### src/rtl/datapath_bist.sv
// Built-in self-test sequencer: fetches directed vectors from a ROM, drives them into the
// single-cycle datapath one per EXEC cycle and scores ALUResult/zero. Optional PC check: DATAPATH_BIST_PC_CHECK_EN.
module datapath_bist #(
    parameter int XLEN      = 32,
    parameter int NUM_TESTS = 8,
    parameter int AW        = (NUM_TESTS > 1) ? $clog2(NUM_TESTS) : 1,
    parameter int CW        = $clog2(NUM_TESTS + 1)
) (
    input  logic            clk,
    input  logic            rst,
    input  logic            start,
    output logic [AW-1:0]   vec_addr,
    input  logic [31:0]     vec_instr,
    input  logic [13:0]     vec_ctrl,
    input  logic [XLEN-1:0] vec_rdata,
    input  logic [XLEN-1:0] vec_expect,
    output logic [31:0]     instr,
    output logic            PCSrc,
    output logic [1:0]      ResultSrc,
    output logic            ALUSrc,
    output logic [2:0]      ImmSrc,
    output logic            RegWrite,
    output logic [3:0]      ALUControl,
    output logic [XLEN-1:0] ReadData,
    input  logic [XLEN-1:0] PC,
    input  logic [XLEN-1:0] ALUResult,
    input  logic            zero,
    output logic            busy,
    output logic            done,
    output logic            pass,
    output logic [CW-1:0]   pass_count,
    output logic [CW-1:0]   fail_count,
    output logic [AW-1:0]   first_fail
);

    localparam logic [31:0] NOP_INSTR = 32'h0000_0013;

    typedef enum logic [2:0] {S_IDLE, S_FETCH, S_EXEC, S_DRAIN, S_DONE} state_t;

    state_t          state, state_nxt;
    logic [AW-1:0]   idx;
    logic            last_vec;
    logic            run_start;

    logic [XLEN-1:0] expect_p1;
    logic            chk_en_p1;
    logic            zero_exp_p1;

    logic            alu_pass, alu_fail, pc_fail, any_fail;
    logic [AW-1:0]   pc_idx, fail_idx;

    function automatic logic [CW-1:0] sat_inc(input logic [CW-1:0] v);
        return (&v) ? v : v + 1'b1;
    endfunction

    assign last_vec  = (idx == AW'(NUM_TESTS - 1));
    assign run_start = start && ((state == S_IDLE) || (state == S_DONE));
    assign vec_addr  = idx;

    always_ff @(posedge clk or posedge rst) begin
        if (rst) state <= S_IDLE;
        else     state <= state_nxt;
    end

    always_comb begin
        state_nxt = state;
        busy      = 1'b0;
        done      = 1'b0;
        pass      = 1'b0;
        case (state)
            S_IDLE:  if (start) state_nxt = S_FETCH;
            S_FETCH: begin
                busy      = 1'b1;
                state_nxt = S_EXEC;
            end
            S_EXEC: begin
                busy      = 1'b1;
                state_nxt = last_vec ? S_DRAIN : S_FETCH;
            end
            S_DRAIN: begin
                busy      = 1'b1;
                state_nxt = S_DONE;
            end
            S_DONE: begin
                done = 1'b1;
                pass = (fail_count == '0);
                if (start) state_nxt = S_FETCH;
            end
            default: state_nxt = S_IDLE;
        endcase
    end

    always_ff @(posedge clk or posedge rst) begin
        if (rst)                              idx <= '0;
        else if (run_start)                   idx <= '0;
        else if (state == S_EXEC && !last_vec) idx <= idx + 1'b1;
    end

    // FETCH -> EXEC boundary: vector becomes the datapath drive for one cycle (p1)
    always_ff @(posedge clk or posedge rst) begin
        if (rst) begin
            instr      <= NOP_INSTR;
            PCSrc      <= 1'b0;
            ResultSrc  <= '0;
            ALUSrc     <= 1'b0;
            ImmSrc     <= '0;
            RegWrite   <= 1'b0;
            ALUControl <= '0;
            ReadData   <= '0;
        end else if (state == S_FETCH) begin
            instr      <= vec_instr;
            PCSrc      <= vec_ctrl[11];
            ResultSrc  <= vec_ctrl[10:9];
            ALUSrc     <= vec_ctrl[8];
            ImmSrc     <= vec_ctrl[7:5];
            RegWrite   <= vec_ctrl[4];
            ALUControl <= vec_ctrl[3:0];
            ReadData   <= vec_rdata;
        end else begin
            instr      <= NOP_INSTR;
            PCSrc      <= 1'b0;
            ResultSrc  <= '0;
            ALUSrc     <= 1'b0;
            ImmSrc     <= '0;
            RegWrite   <= 1'b0;
            ALUControl <= '0;
            ReadData   <= '0;
        end
    end

    always_ff @(posedge clk) begin
        if (state == S_FETCH) begin
            expect_p1   <= vec_expect;
            chk_en_p1   <= vec_ctrl[13];
            zero_exp_p1 <= vec_ctrl[12];
        end
    end

    assign alu_pass = (state == S_EXEC) && chk_en_p1 &&
                      (ALUResult == expect_p1) && (zero == zero_exp_p1);
    assign alu_fail = (state == S_EXEC) && chk_en_p1 &&
                      !((ALUResult == expect_p1) && (zero == zero_exp_p1));

`ifdef DATAPATH_BIST_PC_CHECK_EN
    // EXEC -> FETCH/DRAIN boundary: remember the EXEC-cycle PC for the follow-up check (p2)
    logic            pc_vld_p2;
    logic            pcsrc_p2;
    logic [XLEN-1:0] pc_p2;
    logic [AW-1:0]   idx_p2;

    always_ff @(posedge clk or posedge rst) begin
        if (rst) pc_vld_p2 <= 1'b0;
        else     pc_vld_p2 <= (state == S_EXEC);
    end

    always_ff @(posedge clk) begin
        if (state == S_EXEC) begin
            pc_p2    <= PC;
            pcsrc_p2 <= PCSrc;
            idx_p2   <= idx;
        end
    end

    assign pc_fail = pc_vld_p2 &&
                     (pcsrc_p2 ? (PC == pc_p2) : (PC != pc_p2 + XLEN'(4)));
    assign pc_idx  = idx_p2;
`else
    logic unused_pc;
    assign unused_pc = ^PC;
    assign pc_fail   = 1'b0;
    assign pc_idx    = '0;
`endif

    // ALU failures occur only in EXEC and PC failures only in FETCH/DRAIN, so they never collide
    assign any_fail = alu_fail || pc_fail;
    assign fail_idx = alu_fail ? idx : pc_idx;

    always_ff @(posedge clk or posedge rst) begin
        if (rst) begin
            pass_count <= '0;
            fail_count <= '0;
            first_fail <= '0;
        end else if (run_start) begin
            pass_count <= '0;
            fail_count <= '0;
            first_fail <= '0;
        end else begin
            if (alu_pass) pass_count <= sat_inc(pass_count);
            if (any_fail) begin
                fail_count <= sat_inc(fail_count);
                if (fail_count == '0) first_fail <= fail_idx;
            end
        end
    end

endmodule

### config.mk
export PLATFORM = sky130hd
export DESIGN_NAME = datapath_bist
export DESIGN_NICKNAME = d
export VERILOG_FILES = /design/src/rtl/datapath_bist.sv
export SDC_FILE = /design/constraint.sdc
export NUM_CORES = 1
export LEC_CHECK = 0
export ABC_AREA = 1
export CAP_MARGIN = 20
export CORE_MARGIN = 10
export CORE_UTILIZATION = 44
export CTS_CLUSTER_DIAMETER = 60
export CTS_CLUSTER_SIZE = 25
export DETAILED_ROUTE_END_ITERATION = 8
export PLACE_DENSITY = 0.85
export REMOVE_ABC_BUFFERS = 1
export SYNTH_ARGS = -nofsm -noshare
export SYNTH_HDL_FRONTEND = slang
export SYNTH_SLANG_ARGS = --single-unit
### constraint.sdc
create_clock -name clk -period 8.2 [get_ports clk]
set_input_delay 1.23 -clock clk [delete_from_list [all_inputs] [get_ports clk]]
set_output_delay 1.23 -clock clk [all_outputs]
set_load 0.01 [all_outputs]
## Word-level counts from Yosys, hierarchy flattened

Cells that the tools add are included.

- Add/sub/neg operators: 3
- Equality and inequality tests: 10
- Mux-type cells: 25
- Reductions and logical operators: 23

Operators with widths:

| kind | number |
|---|---|
| two-way mux 32 bit | 2 |
| equality test 32 bit | 1 |
| two-way mux 4 bit | 7 |
| two-way mux 3 bit | 7 |
| case mux 3 bit (4 select lines) | 1 |
| adder 4 x 1 -> 4 bit (second input constant) | 2 |
| AND reduction 4 bit | 2 |
| nonzero test 2 bit | 4 |
| logical AND 1 bit | 7 |
| equality test 3 x 2 -> 1 bit (second input constant) | 2 |
| equality test 3 bit (second input constant) | 2 |
| two-way mux 1 bit | 6 |
| AND reduction 2 bit | 3 |
| logical NOT 4 bit | 1 |
| two-way mux 2 bit | 2 |
| inequality test 2 bit (second input constant) | 2 |
| adder 3 x 1 -> 3 bit (second input constant) | 1 |
| equality test 3 x 1 -> 1 bit (second input constant) | 1 |
| logical NOT 3 bit | 1 |
| OR reduction 3 bit | 1 |
| logical NOT 1 bit | 2 |
| inequality test 2 x 1 -> 1 bit (second input constant) | 1 |
| OR reduction 2 bit | 1 |
| equality test 1 bit | 1 |
| logical OR 1 bit | 1 |

- Flip-flop bits (word level): 127
- Output and inout port bits: 93
- Word-level logic and storage cells: 77

## Longest topological paths before layout

Gate-level depths: netlist (run 1).

- Depth after elaboration: 6
- Depth in mapped cells: 13

## Worst setup path after synthesis (run 1)

Ideal clock, no wire load.

- Path kind: register to output
- From: register fail_count[0]
- To: output pass
- Arrival: 1,004 ps
- Data required time: 6,970 ps
- Slack: 5,966 ps
- Cell stages (with the launch flop): 5
- Buffers on the path: 0
- Path through: dfrtp_1 -> inv_1 -> ha_1 -> nand3_1 -> nor3_1

- Cells in the longest elaborated chain, start to end: 2

Ends and longest elaborated chain:

| item | line | text |
|---|---|---|
| start: declaration | 32 | `output logic [CW-1:0] fail_count,` |
| start signal: assignment | 190 | `fail_count <= sat_inc(fail_count);` |
| logical NOT 4 bit | 86 | `pass = (fail_count == '0);` |
| two-way mux 1 bit | 70 | `case (state)` |
| end: declaration | 30 | `output logic pass,` |

Every way passes these cells.

## Final worst setup path (run 1)

Ends and elaborated chain as after synthesis.

==> results of run 1 <==
## final cells by class
type	instances	area (um2)
clock buffer	25	549.3
timing repair buffer	241	2405
clock inverter	6	66.31
multi-input combinational	311	1471
antenna	1	2.502
tap	147	183.9
inverter	146	549.3
sequential	127	3352
fill	816	3432
## layer usage
metal / up-vias / global-route usage, % / share of wire (%)
met5: - / 0 / 0.078
met4: 2 / 7.652 / 2.2
met3: 27 / 12.33 / 13
met2: 171 / 34.67 / 51
met1: 2081 / 18.67 / 33
li1: 2240 / - / -
## stage by stage
| step | hold slack [ps] | util, % | worst slack, ps | power (uW) |
|---|---|---|---|---|
| 2_1_floorplan | 501.0 | - | 4555 | 1314 |
| 3_3_place_gp | 513.7 | 66.28 | 5313 | 1743 |
| 3_5_place_dp | 539.9 | 66.28 | 5275 | 1767 |
| 4_1_cts | 557.3 | 71.41 | 4929 | 2547 |
| 5_1_grt | 582.0 | 71.43 | 4848 | 2665 |
| 6_report | 571.6 | 71.43 | 4986 | 2516 |
## registers in the layout (all words and copies together), names as in the netlist
name	cells
ReadData	32
expect_p1	32
instr	32
ALUControl	4
fail_count	4
pass_count	4
ImmSrc	3
first_fail	3
state	3
vec_addr	3
ResultSrc	2
ALUSrc	1
PCSrc	1
RegWrite	1
chk_en_p1	1
zero_exp_p1	1
## where the power goes
part | total (uW) | switching, uW | internal, uW
logic | 818 | 429 | 389
registers | 937 | 83.2 | 854
clock network | 761 | 266 | 495
## layout by cell type, fill, tap and decap left out, drive strengths merged
| master | instances |
|---|---|
| nor2 | 132 |
| diode | 1 |
| or2 | 3 |
| clkbuf | 25 |
| dfrtp | 90 |
| o21ai | 9 |
| xnor2 | 14 |
| a31oi | 1 |
| and2 | 1 |
| nor3b | 1 |
| dfstp | 3 |
| nand2b | 1 |
| nand3 | 16 |
| nor3 | 3 |
| xor2 | 6 |
| nand4 | 8 |
| buf | 3 |
| clkdlybuf4s50 | 238 |
| o31ai | 1 |
| bufinv | 1 |
| ha | 5 |
| edfxtp | 34 |
| clkinvlp | 1 |
| nand2 | 110 |
| inv | 146 |
| clkinv | 4 |
## worst paths after layout
kind / slack [ps] / from / to / cells after the start
worst min register to register: 570 / state[1]$_DFFE_PP0P_ / state[2]$_DFFE_PP0P_ / 2
worst max-delay path: 4990 / fail_count[0]$_DFFE_PP0P_ / pass / 5
worst min-delay path: 570 / state[1]$_DFFE_PP0P_ / state[2]$_DFFE_PP0P_ / 2
worst max register to register: 6220 / state[2]$_DFFE_PP0P_ / expect_p1[12]$_DFFE_PP_ / 5
min in group asynchronous: 1140 / rst / ReadData[10]$_DFF_PP0_ / 2
max in group asynchronous: 5880 / rst / pass_count[3]$_DFFE_PP0P_ / 3
## worst reg2reg max path: stages (launching register included)
cell	delay [ps]
dfrtp_1	390
inv_1	120
nand3_2	90
buf_4	600
inv_1	160
buf_4	310
## cells by family (layout without fill, tap and decap cells)
kind of cell / count (synthesis) / after routing / synth area share [%]
DFF: 127 / 127 / 61.99
other: 0 / 1 / 0
xor gates and xnor gates: 20 / 20 / 3.239
buffers and inverters: 155 / 418 / 10.90
adders and majority gates: 5 / 5 / 1.157
and+or+nand+nor: 275 / 275 / 21.36
AOI/OAI and AO/OA: 11 / 11 / 1.365
==> run_results.csv, run 1 <==
group,metric,value,unit
global_route,grt_usage,19.97,%
critical_path,crit_arrival,1980,ps
synth,netlist_area,5408,um2
finish,final_area,8579,um2
routing,vias,4521,
clock_tree,cts_setup_buffers,0,
synth,yosysMostFrequentCell,"inv_1",
finish,drive_above_1_share,6.542,%
clock_tree,clk_latency,410,ps
sta,hold_viol,0,
global_route,grt_pass1_wl,25.34,mm
place,dpl.cell_count,972,
sta,fin_crit_sh,39.19,%
pwr,leakage,0.004226,uW
clock_tree,post_cts_resized,0,
critical_path,crit_type,"reg2out",
clock_tree,cts_root_buf,"clkbuf_16",
synth,synth_area_leader_cell,"dfrtp_1",
synth,synth_common_cells,"144 x inv_1, 125 x nor2_1, 109 x nand2_1",
critical_path,cp_slowest_cell,"clkdlybuf4s50_1",
critical_path,slowest_delay,600,ps
clock_tree,clk_pin_slew_worst_paths,50,ps
synth,synth_top_area_share,41.65,%
clock_tree,cts_max_path_buffers,2,
global_route,grt_pass1_vias,4903,
place,port_buffers,238,
floorplanning,die_w,130.9,um
synth,ys_ff_latch,127,
global_route,overflow,0,
finish,nets,1027,
finish,layout.cells.non_filler,1004,
routing,detail-route-antenna-nets,0,
pwr,worst_ir_drop_vdd,0.1806,mV
sta,skew,3.916,ps
clock_tree,cts.sink_count,127,
synth,ys.flop_type,"dfrtp_1",
worst_hold_path,hold_class,"reg2reg",
routing,first_pass_iters,7,
routing,drc,0,
sta,relSlewSlack,45.09,%
place,dp_hpwl,12.89,mm
routing,viasPerCell,4.503,
synth,synthArstFlopShare,73.23,%
routing,initialDrtViolationCount,294,
clock_tree,cts_made_buffers,17,
synth,synth.area.top_cells,"dfrtp_1 42%, edfxtp_1 19%, inv_1 10%, nor2_1 8.7%, nand2_1 7.6%",
critical_path,worstPathRequired,6970,ps
sta,tightest_slew,823.7,ps
floorplanning,num_rows,40,
critical_path,start_kind,"register",
run,cap_violations,0,
synth,synth_edf_count,34,
finish,area_delta_synth_final,58.65,%
sta,min_period,3214,ps
sta,rsz0062_at_grt,"false",
place,placed_area,7961,um2
critical_path,path_cells,"inv_1 -> ha_1 -> nand3_1 -> nor3_1 -> clkdlybuf4s50_1",
global_route,grt_max_degree,79,
clock_tree,cts_max_level,4,
floorplanning,die-area,17120,um2
floorplanning,fp.dieH,130.9,um
global_route,antenna_found_initial,2,
sta,drv_slew,0,
synth,syn_inst,593,
place,gp_congestion,0.8171,
floorplanning,ios,271,
routing,routedWlPerCell,16.60,um
status,status,"finished clean",
routing,drt-total-wl,16.67,mm
sta,fmax,311.2,MHz
critical_path,path_buf_inv,2,
pwr,cellPowerDensity,293.3,nW/um2
floorplanning,core,12010,um2
floorplanning,start_util,45.02,%
synth,synth-seq-area-share,61.99,%
sta,setup_tns,0,ps
synth,yosys_warnings,0,
critical_path,crit_path_max_fanout,5,
sta,finalSetupViolCount,0,
clock_tree,cts_tree,"done",
critical_path,end_kind,"output port",
clock_tree,hold_buffers,0,
synth,synth_cell_types,30,
synth,avgSynthCellArea,9.119,um2
critical_path,cp_top_family,"buffers and inverters",
Note: power is estimated with default switching activity, not from simulation.
==> run 2, diff against run 1 <==
CORE_UTILIZATION = 36   (was 44)
PLACE_DENSITY = 0.74   (was 0.85)
clock period = 2.81 ns   (was 8.2 ns; I/O delays follow)
==> run 2 against run 1 <==
  * Hold slack worse by 240 ps
  * Global-route usage down 4.1 points
  * Clock skew up 2.3 ps
  * Via count fell by 2.0%
  * Combinational power rose to 2.9 times the previous value
  * Final area is 0.54% higher
  * Die area rose by 19%
  * Cell count grew 3.8%
  * Sequential share of layout area shrank 0.21 points
  * Sequential power grew to 2.9 times the previous value
  * Critical endpoint unchanged
  * Largest power group unchanged
==> run_results.csv, run 2 (same netlist as run 1, synthesis figures left out) <==
group,metric,value,unit
place,pre_cts_ws,686.4,ps
critical_path,crit_type,"reg2out",
sta,finalSetupViolCount,0,
finish,layout_commonest_cell,"clkdlybuf4s50_1",
clock_tree,cts_made_buffers,17,
routing,initialDrtViolationCount,164,
critical_path,crit_arrival,1980,ps
clock_tree,clk_pin_slew_worst_paths,60,ps
clock_tree,cts_root_buf,"clkbuf_16",
critical_path,slowest_delay,580,ps
critical_path,path_cells,"inv_1 -> ha_1 -> nand3_1 -> nor3_1 -> clkdlybuf4s50_1",
floorplanning,die_w,142.6,um
global_route,grt_usage,15.90,%
place,gp_congestion,0.7953,
finish,multi_input_area,1471,um2
routing,vias,4430,
sta,hold_viol,0,
sta,drv_slew,0,
floorplanning,core,14640,um2
sta,setup_ws,407.8,ps
finish,antenna_cells,0,
finish,seqCellArea,3352,um2
critical_path,r2r_slack,1130,ps
clock_tree,cts_setup_buffers,0,
clock_tree,post_cts_resized,0,
global_route,grt_pass1_vias,4610,
sta,min_period,2402,ps
floorplanning,ios,271,
status,status,"finished clean",
floorplanning,start_util,36.93,%
global_route,overflow,0,
critical_path,end_kind,"output port",
routing,drc,0,
place,port_buffers,238,
place,placed_area,8028,um2
floorplanning,fp.dieH,142.6,um
finish,area_delta_synth_final,59.51,%
global_route,antenna_found_initial,3,
finish,drive_above_1_share,6.760,%
clock_tree,clk_latency,420,ps
finish,post-route-util,58.90,%
finish,final_cell_mix,"238 x clkdlybuf4s50_1, 143 x inv_1, 125 x nor2_1",
clock_tree,cts_max_level,4,
sta,hold_slack,332.6,ps
sta,tightest_slew,751.5,ps
routing,detail-route-antenna-nets,0,
clock_tree,hold_buffers,0,
finish,fillers,1251,
critical_path,r2r_start,"expect_p1[22]$_DFFE_PP_",
critical_path,worstPathRequired,2390,ps
sta,relSlewSlack,49.90,%
routing,first_pass_iters,4,
place,dp_hpwl,12.69,mm
finish,reg.largest.list,"ReadData: 32 flops, expect_p1: 32 flops, instr: 32 flops",
global_route,grt_max_degree,78,
sta,fin_crit_sh,85.49,%
routing,drt-total-wl,16.03,mm
clock_tree,cts_max_path_buffers,2,
pwr,leakage,0.004229,uW
critical_path,start_kind,"register",
clock_tree,cts_tree,"done",
sta,fmax,416.3,MHz
sta,skew,6.199,ps
routing,routedWlPerCell,15.39,um
routing,viasPerCell,4.251,
floorplanning,num_rows,44,
pwr,cellPowerDensity,847.1,nW/um2
finish,final_area,8626,um2
floorplanning,die-area,20320,um2
finish,nets,1028,
sta,rsz0062_at_grt,"false",
critical_path,cp_slowest_cell,"clkdlybuf4s50_1",
critical_path,crit_path_max_fanout,5,
global_route,grt_pass1_wl,24.38,mm
clock_tree,cts.sink_count,127,
critical_path,crit_start,"fail_count[0]$_DFFE_PP0P_",
run,cap_violations,0,
pwr,worst_ir_drop_vdd,0.4612,mV
worst_hold_path,hold_class,"in2async",
==> run 2: worst paths after layout <==
check | end | cells past startpoint
worst max-delay path | pass | 5
worst min-delay path | instr[22]$_DFF_PP0_ | 2
worst max register to register | first_fail[0]$_DFFE_PP0P_ | 8
worst min register to register | state[2]$_DFFE_PP0P_ | 2
max in group asynchronous | fail_count[1]$_DFFE_PP0P_ | 3
min in group clk | instr[22]$_DFF_PP0_ | 3
==> run 2: area by class of cell <==
type / instances / area share, %
Sequential cell: 127 / 38.86
Timing Repair Buffer: 242 / 28.11
Multi-Input combinational cell: 311 / 17.06
Inverter: 146 / 6.368
Clock buffer: 21 / 5.469
Tap cell: 184 / 2.669
Clock inverter: 11 / 1.465
==> run 2: where the power goes <==
part	total [uW]	internal [uW]	switching, uW
Clock	2230	1390	837
Combinational	2360	1140	1230
Sequential	2720	2490	231
Total	7310	5010	2290
==> run 2: critical path: cells and delay by family, from the launching register on <==
kind	cells	cell delay (ps)
DFF	1	430
and+or+nand+nor	2	320
adders and majority gates	1	150
buffers and inverters	2	670
==> run 2: metrics by stage <==
step / cells / TNS (ps) / total power (uW)
after CTS: 1042 / 0 / 7423
after floorplan: 584 / -25150 / 3835
final: 1042 / 0 / 7307
after detailed placement: 1010 / 0 / 5163
after global routing: 1042 / 0 / 7769
after global placement: 1010 / 0 / 5113
==> run 2: metal layers <==
layer	share of wire, %	GRT usage, %	routed length [um]	up-vias
li1	-	-	-	2240
met1	36	15.68	5768	2005
met2	49	26.28	7845	158
met3	13	10.65	2156	21
met4	1.5	5.537	233	6
met5	0.19	0	30	-
